## src/rtl/q8_8_pkg.sv

```systemverilog
// Shared Q8.8 fixed-point definitions: datapath widths, op-select encodings
// and the sequencer FSM state type.
package q8_8_pkg;

  localparam int unsigned Q_W = 16;
  localparam int unsigned R_W = 17;

  localparam logic OP_ADD = 1'b0;
  localparam logic OP_SUB = 1'b1;

  typedef enum logic [1:0] {
    IDLE,
    EXEC,
    RESP
  } state_e;

endpackage

```

## src/rtl/Q8_8_AddSub.sv

```systemverilog
// Combinational Q8.8 add/subtract; bit 16 of the result is carry (add) or
// borrow/wrap (sub), with no saturation.
module Q8_8_AddSub
  import q8_8_pkg::*;
(
  input  logic [Q_W-1:0] operand1,
  input  logic [Q_W-1:0] operand2,
  input  logic           add_sub,
  output logic [R_W-1:0] result
);

  logic [R_W-1:0] a_ext;
  logic [R_W-1:0] b_ext;

  assign a_ext  = {1'b0, operand1};
  assign b_ext  = {1'b0, operand2};
  assign result = (add_sub == OP_ADD) ? (a_ext + b_ext) : (a_ext - b_ext);

endmodule

```

## src/rtl/rr_arbiter.sv

```systemverilog
// Round-robin grant: searches upward from ptr with wrap and returns the first
// requesting index as a one-hot grant plus its binary index.
module rr_arbiter #(
  parameter int unsigned N     = 4,
  parameter int unsigned IDX_W = 2
) (
  input  logic [N-1:0]     req,
  input  logic [IDX_W-1:0] ptr,
  output logic [N-1:0]     grant,
  output logic [IDX_W-1:0] index
);

  logic             found;
  logic [IDX_W:0]   sum;

  always_comb begin
    grant = '0;
    index = '0;
    found = 1'b0;
    sum   = '0;
    for (int unsigned k = 0; k < N; k++) begin
      // candidate = (ptr + k) mod N, computed one bit wider to catch the wrap
      sum = {1'b0, ptr} + (IDX_W+1)'(k);
      if (sum >= (IDX_W+1)'(N)) begin
        sum = sum - (IDX_W+1)'(N);
      end
      if (!found && req[sum[IDX_W-1:0]]) begin
        found                   = 1'b1;
        grant[sum[IDX_W-1:0]]   = 1'b1;
        index                   = sum[IDX_W-1:0];
      end
    end
  end

endmodule

```

## src/rtl/q8_8_addsub_arbiter.sv

```systemverilog
// Shares one Q8.8 add/sub datapath among NUM_REQ requesters: round-robin
// grant in IDLE, compute in EXEC, hold a tagged registered result in RESP.
module q8_8_addsub_arbiter
  import q8_8_pkg::*;
#(
  parameter int NUM_REQ = 4,
  parameter int ID_W    = $clog2(NUM_REQ)
) (
  input  logic                   clk,
  input  logic                   rst_n,
  input  logic [NUM_REQ-1:0]     req_valid,
  output logic [NUM_REQ-1:0]     req_ready,
  input  logic [16*NUM_REQ-1:0]  req_op1,
  input  logic [16*NUM_REQ-1:0]  req_op2,
  input  logic [NUM_REQ-1:0]     req_add_sub,
  output logic                   rsp_valid,
  input  logic                   rsp_ready,
  output logic [ID_W-1:0]        rsp_id,
  output logic [16:0]            rsp_result,
  output logic                   busy,
  output logic [15:0]            ops_done
);

  state_e               state_q, state_d;
  logic [ID_W-1:0]      rr_ptr_q, rr_ptr_d;
  logic [ID_W-1:0]      id_q;
  logic [Q_W-1:0]       op1_q, op2_q;
  logic                 add_sub_q;
  logic [R_W-1:0]       result_q;
  logic [15:0]          ops_done_q;

  logic [NUM_REQ-1:0]   grant;
  logic [ID_W-1:0]      grant_idx;
  logic [Q_W-1:0]       sel_op1, sel_op2;
  logic                 sel_add_sub;
  logic [R_W-1:0]       dp_result;
  logic                 accept;
  logic                 rsp_fire;

  rr_arbiter #(
    .N     (NUM_REQ),
    .IDX_W (ID_W)
  ) u_arb (
    .req   (req_valid),
    .ptr   (rr_ptr_q),
    .grant (grant),
    .index (grant_idx)
  );

  Q8_8_AddSub u_dp (
    .operand1 (op1_q),
    .operand2 (op2_q),
    .add_sub  (add_sub_q),
    .result   (dp_result)
  );

  assign accept   = (state_q == IDLE) && (|grant);
  assign rsp_fire = (state_q == RESP) && rsp_ready;

  always_comb begin
    sel_op1     = '0;
    sel_op2     = '0;
    sel_add_sub = 1'b0;
    for (int unsigned i = 0; i < NUM_REQ; i++) begin
      if (grant[i]) begin
        sel_op1     = req_op1[i*Q_W +: Q_W];
        sel_op2     = req_op2[i*Q_W +: Q_W];
        sel_add_sub = req_add_sub[i];
      end
    end
  end

  always_comb begin
    rr_ptr_d = rr_ptr_q;
    if (accept) begin
      rr_ptr_d = (grant_idx == ID_W'(NUM_REQ-1)) ? '0 : grant_idx + ID_W'(1);
    end
  end

  // State register
  always_ff @(posedge clk or negedge rst_n) begin
    if (!rst_n) begin
      state_q <= IDLE;
    end else begin
      state_q <= state_d;
    end
  end

  // Next-state logic
  always_comb begin
    state_d = state_q;
    unique case (state_q)
      IDLE:    if (accept)    state_d = EXEC;
      EXEC:                   state_d = RESP;
      RESP:    if (rsp_ready) state_d = IDLE;
      default:                state_d = IDLE;
    endcase
  end

  // Outputs; req_ready is also gated by rst_n so it drops with the async reset
  always_comb begin
    req_ready = ((state_q == IDLE) && rst_n) ? grant : '0;
    rsp_valid = (state_q == RESP);
    busy      = (state_q != IDLE);
  end

  always_ff @(posedge clk or negedge rst_n) begin
    if (!rst_n) begin
      rr_ptr_q   <= '0;
      id_q       <= '0;
      op1_q      <= '0;
      op2_q      <= '0;
      add_sub_q  <= 1'b0;
      result_q   <= '0;
      ops_done_q <= '0;
    end else begin
      rr_ptr_q <= rr_ptr_d;
      if (accept) begin
        id_q      <= grant_idx;
        op1_q     <= sel_op1;
        op2_q     <= sel_op2;
        add_sub_q <= sel_add_sub;
      end
      if (state_q == EXEC) begin
        result_q <= dp_result;
      end
      if (rsp_fire) begin
        ops_done_q <= ops_done_q + 16'd1;
      end
    end
  end

  assign rsp_id     = id_q;
  assign rsp_result = result_q;
  assign ops_done   = ops_done_q;

endmodule

```

## config.mk

```make
export PLATFORM = sky130hd
export DESIGN_NAME = q8_8_addsub_arbiter
export DESIGN_NICKNAME = d
export VERILOG_FILES = /design/src/rtl/q8_8_pkg.sv /design/src/rtl/Q8_8_AddSub.sv /design/src/rtl/rr_arbiter.sv /design/src/rtl/q8_8_addsub_arbiter.sv
export SDC_FILE = /design/constraint.sdc
export NUM_CORES = 1
export LEC_CHECK = 0
export CAP_MARGIN = 30
export CORE_ASPECT_RATIO = 1.5
export CORE_MARGIN = 1
export CORE_UTILIZATION = 42
export DETAILED_ROUTE_END_ITERATION = 8
export GPL_TIMING_DRIVEN = 0
export PLACE_DENSITY = 0.78
export RECOVER_POWER = 25
export SYNTH_ARGS = -nofsm -noshare
export SYNTH_HDL_FRONTEND = slang
export SYNTH_SLANG_ARGS = --single-unit
```

## constraint.sdc

```tcl
create_clock -name clk -period 3.75 [get_ports clk]
set_input_delay 0.75 -clock clk [delete_from_list [all_inputs] [get_ports clk]]
set_output_delay 0.75 -clock clk [all_outputs]
set_load 0.01 [all_outputs]
```

==> Word-level counts from Yosys, hierarchy flattened <==
Cells that the tools add are included.
{ "op_classes": {"div": 0, "eq_ne": 5, "muxes": 49, "shifts": 0, "add_sub_neg": 11, "n_reduce_logical": 17, "bitwise_logic": 3, "order_cmp": 12, "mul": 0} }
{ "ops": {"columns": ["cell", "n"], "rows": [
  ["$mux 16", 8],
  ["$mux 2", 11],
  ["$mux 4", 5],
  ["$add 16x16->17", 1],
  ["$mux 17", 1],
  ["$sub 16x16->17", 1],
  ["$add 16x1->16 const B", 1],
  ["$mux 1", 15],
  ["$lt 2x3->1 const B", 4],
  ["$or 4x4->4", 3],
  ["$logic_and 1x1->1", 10],
  ["$ge 3x3->1 const B", 3],
  ["$bmux 1 s2", 4],
  ["$demux 1 s2", 4],
  ["$ge 2x1->1 const B", 4],
  ["$sub 2x1->2 const B", 4],
  ["$add 2x2->3 const B", 2],
  ["$pmux 2 s3", 1],
  ["$eq 2x2->1 const B", 2],
  ["$reduce_or 4->1", 1],
  ["$add 2x1->3 const B", 1],
  ["$ge 2x3->1 const B", 1],
  ["$logic_not 1->1", 3],
  ["$add 2x1->2 const B", 1],
  ["other kinds (6)", 6]
]} }
{ "word_totals": {"elab_cells": 105, "register_bits": 72, "latchBits": 0, "in_bits": 139, "ramBits": 0, "out_inout_bits": 41, "n_memories": 0, "rom_bits": 0} }

==> Depth between registers and ports, before layout <==
Gate-level depths: netlist of the first run.
{ "depth": {"ltp_word": 18, "mapped_depth": 15, "depth_no_buf": 13} }

==> By module <==
A second synthesis of the first run with hierarchy kept.
{ "unflattened": {"hier_cells": 592, "hier_area_um2": 5516.5} }
{ "modules_own_cells": {"columns": ["mod", "seq_area_each_um2", "n_inst", "cells_per_inst", "area_per_inst_um2"], "rows": [
  ["q8_8_addsub_arbiter", 1801.7, 1, 384, 3898.7],
  ["Q8_8_AddSub", 0.0, 1, 160, 1178.6],
  ["rr_arbiter", 0.0, 1, 48, 439.2]
]} }

==> Least setup slack after synthesis of the first run <==
No wires, ideal clock.
{ "synth_timing": {"path_type": "register to output", "from": "register rr_ptr_q[1]", "to": "output req_ready[2]", "stages_incl_launch_ff": 12, "required_time_ps": 3000, "n_path_buf": 4, "t_arrival_ps": 3156, "setup_slack_ps": -156, "path_cell_list": "dfrtp_1 buf_2 inv_1 ha_1 buf_2 mux2i_1 a2111oi_2 o21a_1 a2111oi_0 buf_2 buf_1 nor2_1"} }
{ "synth_via": {"elab_chain_cells": 15, "elab_cells_between_ends": 60, "cone_classes": "add/sub (7); order compare (12); mux (28); bitwise (3); reduce/logical (10)"} }
{ "synth_lines": {"columns": ["item", "line", "text"], "rows": [
  ["start, declared", "q8_8_addsub_arbiter.sv:25", "logic [ID_W-1:0] rr_ptr_q, rr_ptr_d;"],
  ["start signal, assigned", "q8_8_addsub_arbiter.sv:117", "rr_ptr_q <= rr_ptr_d;"],
  ["branches (longest 13 deep; another with $add 2x1->3)", null, null],
  ["$mux 4 (*)", "rr_arbiter.sv:27", "if (!found && req[sum[IDX_W-1:0]]) begin"],
  ["$mux 4 (*)", "q8_8_addsub_arbiter.sv:102", "req_ready = ((state_q == IDLE) && rst_n) ? grant : '0;"],
  ["end, declared", "q8_8_addsub_arbiter.sv:12", "output logic [NUM_REQ-1:0] req_ready,"]
]} }
Mark *: on every way between the ends. The select of a mux whose other input is x is not followed.

==> Worst setup path in the final report of the first run <==
{ "layout_timing": {"from": "register rr_ptr_q[1]", "to": "output req_ready[0]"} }
The elaborated chain is that of the path after synthesis.

==> flow_summary.ini, run 1 <==
[run_status]
status = complete, no violations

[grt]
busiest_layer = met2
grt_pass1_wl_um = 27700
grt_pass1_vias = 5769
overflow = 0
gr-usage-met2_pct = 51.36
grt_use_total_pct = 27.21
grt_use_met1_pct = 28.56
grt_util_met3_pct = 4.645
grt_max_degree = 74
antenna_found_initial = 0

[critical_path]
worst-path-stages = 15
crit_path_start_kind = register
worstSetupPathType = reg2out
arrival_ns = 2.94
cpPeakStageDelay_ns = 0.42
cp_max_fo = 6
cp.required_ns = 3.00
end_kind = primary output
path_common_cell = buf_4
worst_path_max_delay_cell = dfrtp_2
path_cells = buf_6, inv_4, ha_1, buf_6, mux2i_4, o211ai_1, buf_4, buf_4, buf_4, buf_4, a21boi_1, a2111o_2, clkbuf_8, nor2b_1, clkbuf_2
cp_top_family = buffers and inverters
r2r_cells = 16
path_buf_inv = 9

[place]
routabilityCongestion = 0.8717
port_buffers = 179
dp_hpwl_um = 13440

[timing]
fin_crit_ns = 3.688
maxSlewViolCount = 0
rsz0062_at_grt = yes
hold_viol_final = 0
skew_ns = 0.006914
setup-tns-final_ns = 0
max_slew.worst_pin.slew_ns = 0.9404
max_freq_ghz = 0.2711
setup_viol = 0
finalCritPeriodShare_pct = 98.36
slew_headroom_pct = 37.31

[power]
powerDensity_mw_per_mm2 = 1093
finalPower_w = 0.008763
vdd_ir_drop_max_mv = 0.5945
p_leak_nw = 3.299

[synthesis]
yosysSeqAreaShare_pct = 33.90
synth_edf_count = 0
yosys.area.top_type = dfrtp_1
synth_nets = 824
synthTopCellsByArea = dfrtp_1 (34%), a21oi_1 (8.0%), a311o_1 (6.2%)
synth_warnings = 0
async_reset_ff_share_pct = 100.0
synth_top_area_share_pct = 33.90
ys_seq_elements = 72
synth_top_flop_cell = dfrtp_1
yosysMostFrequentCell = nor2_1
syn-mean-instance-area_um2 = 8.065
synthTopCellsByCount = nor2_1 (86), a21oi_1 (85), nand2_1 (77), dfrtp_1 (72), nand3_1 (42)
synthesis.area_mm2 = 0.005315
synth.distinct_cells = 57
synth_cells = 659

[route]
drcViolationCount = 0
first_iter_violations = 281
first_pass_iters = 6
wl_um = 17860
vias = 5900
wl_per_cell_um = 17.27
via_per_inst = 5.706
ant_nets = 0

[die]
start_util_pct = 42.91
core_mm2 = 0.01239
top_level_ports = 180
die_y_um = 139.8
dieArea_mm2 = 0.01312
die_width_um = 93.85
rows = 50

[clock_network]
clk_pin_slew_ns = 0.06
cts_buffers = 9
cts_buffer_depth = 2
ctsHtreeMaxLevel = 3
cts_sinks = 72
cts_tree = yes
root_buffer = clkbuf_16
insertion_delay_ns = 0.34

[layout]
seqCellArea_mm2 = 0.001804
nFillCells = 1067
area_delta_synth_final_pct = 50.89
antennaDiodeCount = 0
final_nets = 1038
multiInputGateArea_mm2 = 0.003382
drive_above_1_share_pct = 10.25

[job]
cap_violations = 0

[worst_hold_path]
holdPathStages = 1
hp-class = reg2reg
## stage by stage
step	worst slack (ns)	utilization (%)	std cells	hold slack [ns]	cell area [um^2]
finish	0.06151	64.75	1034	0.4781	8020
global route	-0.05190	64.75	1034	0.4997	8020
global placement	-1.911	59.01	994	0.4629	7310
CTS	0.03444	64.34	1031	0.4777	7970
floorplan	0.05294	-	659	0.4544	5323
detailed placement	-1.204	58.99	994	0.4664	7307
## layout by cell type (no fill, tap or decap), drive strengths merged, types with 3 or more instances in the layout
master         Yosys  layout
dfrtp             72      72
and3b              4       4
a21boi             3       3
nor2b              8       8
nand2             77      77
clkdlybuf4s15      0       3
xnor2             31      31
nor3               7       7
a31oi              3       3
o31a               3       3
and3               6       6
mux2i              7       7
inv               19      19
nor2              86      86
a21o               3       3
o21ai             22      22
o21a               4       4
o211ai             3       3
nor3b              6       6
a2111oi            4       4
and2               5       5
clkbuf            27      41
a21oi             85      85
ha                25      25
clkdlybuf4s50      0     170
a22oi              5       5
nand4              5       5
a311o             33      33
buf               18      44
a2111o             4       4
nand3             42      42
o41ai              3       3
or2                3       3
xor2               8       8
or3                3       3
## logic make-up after synthesis
| logic type | Yosys count | share of synthesized area (%) |
|---|---|---|
| xor+xnor | 39 | 6.427 |
| flops | 72 | 33.90 |
| compound gates | 188 | 24.36 |
| fa+ha+maj | 26 | 6.262 |
| buf+inv | 64 | 4.849 |
| mux | 9 | 1.742 |
| simple gates | 261 | 22.46 |
## sequential cells by signal, indices dropped and copies added, names as in the netlist, named ones only
name	count
add_sub_q	1
rsp_result	17
op2_q	16
ops_done	16
rsp_id	2
rr_ptr_q	1
state_q	2
op1_q	16
## report_power, final
| group | internal (W) | total, W | switching [W] |
|---|---|---|---|
| logic | 0.00277 | 0.00634 | 0.00357 |
| registers | 0.00116 | 0.00146 | 0.000303 |
| clock network | 0.000638 | 0.000962 | 0.000324 |
## path summary, 6_finish.rpt
check                                    startpoint                          to  slack [ns]
hold reg to reg            ops_done[15]$_DFFE_PN0P_    ops_done[15]$_DFFE_PN0P_        0.48
min in group asynchronous                     rst_n     ops_done[3]$_DFFE_PN0P_        0.54
setup reg to reg            rr_ptr_q[1]$_DFFE_PN0P_       op2_q[15]$_DFFE_PN0P_        0.13
hold / removal             ops_done[15]$_DFFE_PN0P_    ops_done[15]$_DFFE_PN0P_        0.48
setup / recovery            rr_ptr_q[1]$_DFFE_PN0P_                req_ready[0]        0.06
max in group asynchronous                     rst_n  asynchronous set/reset pin        2.57
## metal layers
| metal | share of wire [%] | vias to the layer above |
|---|---|---|
| met5 | 0 | - |
| met4 | 3.5 | 0 |
| met3 | 5.4 | 50 |
| met2 | 55 | 252 |
| met1 | 36 | 2795 |
| li1 | - | 2803 |
## layout make-up
type                            count  share of cell area, %
Clock buffer                       12                  3.323
Inverter                           19                 0.9672
Sequential cell                    72                  22.50
Buffer                             43                  3.151
Timing Repair Buffer              205                  24.54
Tap cell                          156                  2.434
Clock inverter                      4                 0.9204
Multi-Input combinational cell    523                  42.17
## timing repair
action / 4_1_cts / 5_1_grt
gates resized for setup: 57 / 11
pin swaps: 9 / 6
buffers inserted: 22 / 4
hold buffers: 0 / 0
setup endpoints to repair: 43 / 25
hold endpoints to repair: 0 / 0
cloned: 0 / 0
(Power assumes the default switching activity.)
==> inputs of run 2 (changes only) <==
--- a/config.mk
+++ b/config.mk
@@ -13,6 +13,7 @@
 export GPL_TIMING_DRIVEN = 0
 export PLACE_DENSITY = 0.78
 export RECOVER_POWER = 25
+export SETUP_SLACK_MARGIN = 0.15
 export SYNTH_ARGS = -nofsm -noshare
 export SYNTH_HDL_FRONTEND = slang
 export SYNTH_SLANG_ARGS = --single-unit
==> constraint.sdc (replaced) <==
create_clock -name clk -period 3.75 [get_ports clk]
set_input_delay 0.75 -clock clk [delete_from_list [all_inputs] [get_ports clk]]
set_output_delay 0.75 -clock clk [all_outputs]
set_load 0.02 [all_outputs]
==> flow_summary.ini, run 2 (synthesis results as in run 1) <==
[job]
cap_violations = 0

[run_status]
status = complete, no violations

[clock_network]
ctsHtreeMaxLevel = 3
hold_buffers = 0
cts_buffers = 9
cts_tree = yes
cts_buffer_depth = 2
root_buffer = clkbuf_16
clk_pin_slew_ns = 0.06
insertion_delay_ns = 0.34
cts_sinks = 72

[place]
place_ws_ns = -1.214
dp.cells = 995
port_buffers = 179
routabilityCongestion = 0.8836
dp_hpwl_um = 13580

[layout]
area_delta_synth_final_pct = 53.27
antennaDiodeCount = 0
multiInputGateArea_mm2 = 0.003400
final_nets = 1047
seqCellArea_mm2 = 0.001804
nFillCells = 1005
final_cell_mix = clkdlybuf4s50_1 (170), nor2_1 (86), a21oi_1 (84), nand2_1 (77), dfrtp_1 (70)
drive_above_1_share_pct = 12.40
final_common_cell = clkdlybuf4s50_1
largest_register_ffs = 17
instances_no_fill = 1043

[timing]
finalCritPeriodShare_pct = 97.45
hold_viol_final = 0
setup_slack_ns = 0.09578
fin_crit_ns = 3.654
max_freq_ghz = 0.2737
rsz0062_at_grt = yes
setup_viol = 0
maxSlewViolCount = 0
skew_ns = 0.006846
max_slew.worst_pin.slew_ns = 0.6996
slew_headroom_pct = 53.36

[critical_path]
cp_max_fo = 4
cp.required_ns = 3.00
r2r_cells = 16
crit_path_start_kind = register
arrival_ns = 2.90
worstSetupPathType = reg2out
end_kind = primary output

[route]
wl_per_cell_um = 17.30
ant_nets = 0
vias = 5851
first_pass_iters = 7
first_iter_violations = 358
drcViolationCount = 0
wl_um = 18040
via_per_inst = 5.610

[power]
vdd_ir_drop_max_mv = 0.5796
p_leak_nw = 3.360
powerDensity_mw_per_mm2 = 1108

[grt]
grt_max_degree = 42
grt_pass1_vias = 5811
grt_use_total_pct = 27.84
overflow = 0
grt_pass1_wl_um = 28320
antenna_found_initial = 0

[die]
die_width_um = 93.85
core_mm2 = 0.01239
start_util_pct = 42.91
rows = 50
dieArea_mm2 = 0.01312
top_level_ports = 180
die_y_um = 139.8

[worst_hold_path]
hp-class = in2async
## run 2: changes by cell type in the layout (fill, tap and decap cells not counted), moves of 2 or more
cell      delta
a21boi_1     -2
buf_12       +2
buf_2        -2
buf_4        +6
buf_6        +4
clkbuf_1     -3
clkbuf_2     +3
clkbuf_8     -2
nor2b_1      -2
nor3b_1      -2
nor3b_2      +3
## run 2: metal layers
layer,track usage [%],routed length [um],up-vias
met5,0,0,-
met4,15.22,784,0
met3,4.863,948,50
met2,49.64,9536,242
met1,30.58,6771,2740
li1,-,-,2819
## run 2: timing repair
action                     CTS  global route
gates resized for setup     72            27
pin swaps                   13             5
setup endpoints to repair   43            30
setup buffers               26             6
## run 2: final timing paths
check | slack, ns | end | from
worst max-delay path | 0.1 | req_ready[3] | rr_ptr_q[1]$_DFFE_PN0P_
worst min-delay path | 0.35 | ops_done[7]$_DFFE_PN0P_ | rst_n
worst max register to register | 0.22 | op2_q[15]$_DFFE_PN0P_ | rr_ptr_q[1]$_DFFE_PN0P_
worst min register to register | 0.47 | ops_done[15]$_DFFE_PN0P_ | ops_done[15]$_DFFE_PN0P_
max in group asynchronous | 2.83 | rr_ptr_q[1]$_DFFE_PN0P_ | rst_n
min in group clk | 0.47 | ops_done[15]$_DFFE_PN0P_ | ops_done[15]$_DFFE_PN0P_
## run 2: layout make-up
type                    instances  share of cell area, %
well taps                     156                  2.396
plain buffers                  45                  3.840
inverters                      19                  1.014
clock inverters                 5                 0.6911
multi-input cells             523                  41.73
repair buffers                212                  25.20
flip-flops and latches         72                  22.15
clock buffers                  11                  2.980
## run 2: where the power goes
part	switching (W)	internal [W]
Combinational	0.00372	0.00298
Sequential	0.000302	0.00116
Clock	0.000327	0.000532
Total	0.00435	0.00467
## run 2: worst max-delay path: stages, from the launching register on
cell and delay [ns]:
dfrtp_2 0.39, buf_6 0.13, inv_8 0.04, ha_4 0.25
buf_6 0.13, mux2i_4 0.28, a2111oi_4 0.08, buf_4 0.17
o21a_1 0.18, a2111o_1 0.38, clkbuf_8 0.16, buf_8 0.11
nor2b_2 0.14, buf_6 0.13
## run 2: through the flow
step / setup TNS, ns / utilization (%) / cell area (um^2) / hold WS (ns) / total power, W
4_1_cts: 0 / 65.11 / 8065 / 0.3590 / 0.008814
5_1_grt: 0 / 65.77 / 8147 / 0.3813 / 0.009726
6_report: 0 / 65.77 / 8147 / 0.3484 / 0.009026
3_5_place_dp: -21.52 / 59.39 / 7357 / 0.4627 / 0.007396
2_1_floorplan: 0 / - / 5353 / 0.4544 / 0.005674
3_3_place_gp: -63.50 / 59.25 / 7340 / 0.4592 / 0.007304
==> inputs of run 3 (changes only) <==
--- a/config.mk
+++ b/config.mk
@@ -8,10 +8,9 @@
 export CAP_MARGIN = 30
 export CORE_ASPECT_RATIO = 1.5
 export CORE_MARGIN = 1
-export CORE_UTILIZATION = 42
+export CORE_UTILIZATION = 30
 export DETAILED_ROUTE_END_ITERATION = 8
 export GPL_TIMING_DRIVEN = 0
-export PLACE_DENSITY = 0.78
 export RECOVER_POWER = 25
 export SETUP_SLACK_MARGIN = 0.15
 export SYNTH_ARGS = -nofsm -noshare
==> flow_summary.ini, run 3 (synthesis results as in run 1) <==
[timing]
skew_ns = 0.008476
hold_viol_final = 0
rsz0062_at_grt = yes
maxSlewViolCount = 0
fin_crit_ns = 3.591
setup_slack_ns = 0.1585
setup-tns-final_ns = 0
slew_headroom_pct = 58.35
finalCritPeriodShare_pct = 95.77
max_slew.worst_pin.slew_ns = 0.6247
max_freq_ghz = 0.2784
setup_viol = 0

[route]
wl_per_cell_um = 17.20
drcViolationCount = 0
first_iter_violations = 239
ant_nets = 0
vias = 5750
via_per_inst = 5.213
wl_um = 18980
first_pass_iters = 5

[critical_path]
end_kind = primary output
crit_path_start_kind = register
r2r_cells = 16
cp_max_fo = 6
r2r-start = rr_ptr_q[1]$_DFFE_PN0P_
cp.required_ns = 3.00
worstReg2RegEnd = op2_q[3]$_DFFE_PN0P_
crit_start = rr_ptr_q[1]$_DFFE_PN0P_
endpoint = req_ready[1]
reg2reg_slack_ns = 0.18
arrival_ns = 2.84
worstSetupPathType = reg2out

[clock_network]
root_buffer = clkbuf_16
insertion_delay_ns = 0.33
hold_buffers = 0
ctsHtreeMaxLevel = 3
cts_sinks = 72
clk_pin_slew_ns = 0.06
cts_buffer_depth = 2
cts_buffers = 9
cts_tree = yes

[power]
vdd_ir_drop_max_mv = 0.6649
finalPower_w = 0.009201
powerDensity_mw_per_mm2 = 1105
p_leak_nw = 3.399

[die]
die_width_um = 110.7
start_util_pct = 30.64
core_mm2 = 0.01735
dieArea_mm2 = 0.01826
top_level_ports = 180
die_y_um = 165.0
rows = 59

[place]
routabilityCongestion = 0.8674
port_buffers = 179
place_ws_ns = -1.238
dp_hpwl_um = 14890
placed_area_mm2 = 0.007436

[worst_hold_path]
hp-class = in2async

[layout]
area_delta_synth_final_pct = 56.64
fin_area_mm2 = 0.008325
final_nets = 1050
final_common_cell = clkdlybuf4s50_1
antennaDiodeCount = 0
drive_above_1_share_pct = 12.81
largest_register_ffs = 17
final_cell_mix = clkdlybuf4s50_1 (170), a21oi_1 (84), nor2_1 (84), nand2_1 (77), dfrtp_1 (70)

[grt]
grt_use_total_pct = 21.09
grt_pass1_vias = 5733
grt_pass1_wl_um = 30270
overflow = 0
antenna_found_initial = 0
grt_max_degree = 48

[run_status]
status = complete, no violations

[job]
cap_violations = 0
[run 3: cell types whose count changed in the layout (fill, tap and decap cells not counted), sizes merged]
| cell | before | now |
|---|---|---|
| bufinv | 1 | 3 |
| clkinv | 3 | 2 |
| buf | 54 | 59 |
| clkinvlp | 2 | 1 |
| clkdlybuf4s15 | 2 | 0 |
[run 3: worst max-delay path, cell delays in order, from the launching register on]
cell,delay (ns)
dfrtp_2,0.42
buf_6,0.13
inv_8,0.06
ha_4,0.19
buf_8,0.13
mux2i_4,0.19
buf_6,0.13
buf_6,0.11
a32oi_2,0.22
a31oi_4,0.14
a2111oi_4,0.40
clkbuf_8,0.21
nor2_2,0.04
buf_6,0.13
[run 3: per-layer routing]
metal | routed length [um] | track usage (%) | part of all wire [%] | vias up
met2 | 10070 | 39.64 | 53 | 184
li1 | - | - | - | 2814
met5 | 0 | 0 | 0 | -
met4 | 619 | 7.818 | 3.3 | 0
met3 | 919 | 4.110 | 4.8 | 36
met1 | 7368 | 23.40 | 39 | 2716
[run 3: worst min-delay path by stage]
stage                                from  slack [ns]                         end  depth (start not counted)
2_1_floorplan                       rst_n        0.45  asynchronous set/reset pin                          0
3_3_place_gp   rsp_result[14]$_DFFE_PN0N_        0.46  rsp_result[14]$_DFFE_PN0N_                          2
3_5_place_dp     ops_done[15]$_DFFE_PN0P_        0.46    ops_done[15]$_DFFE_PN0P_                          1
4_1_cts                             rst_n        0.34   rsp_result[4]$_DFFE_PN0N_                          1
5_1_grt                             rst_n        0.34   rsp_result[3]$_DFFE_PN0N_                          1
6_report                            rst_n        0.33   rsp_result[4]$_DFFE_PN0N_                          1
[run 3: through the flow]
stage / instances / hold slack, ns / utilization [%]
final: 1103 / 0.3290 / 47.99
after global routing: 1103 / 0.3449 / 47.99
after CTS: 1092 / 0.3381 / 47.02
after detailed placement: 1052 / 0.4638 / 42.86
after global placement: 1051 / 0.4596 / 42.72
after floorplan: 659 / 0.4544 / -
[run 3: cell type report]
type | count | area [um^2]
flip-flops and latches | 72 | 1804
inverters | 19 | 82.58
fillers | 1701 | 9022
clock buffers | 11 | 242.7
multi-input cells | 523 | 3432
clock inverters | 5 | 103.9
plain buffers | 45 | 310.3
repair buffers | 215 | 2083
well taps | 213 | 266.5
[run 3: report_power, final]
group          switching (W)  internal [W]
Clock               0.000333      0.000668
Combinational        0.00373       0.00301
Sequential          0.000310       0.00116
[run 3: timing repair]
| item | CTS | global route |
|---|---|---|
| pin swaps | 12 | 9 |
| gates resized for setup | 69 | 34 |
| endpoints found under the setup margin | 44 | 12 |
| buffers inserted | 24 | 11 |
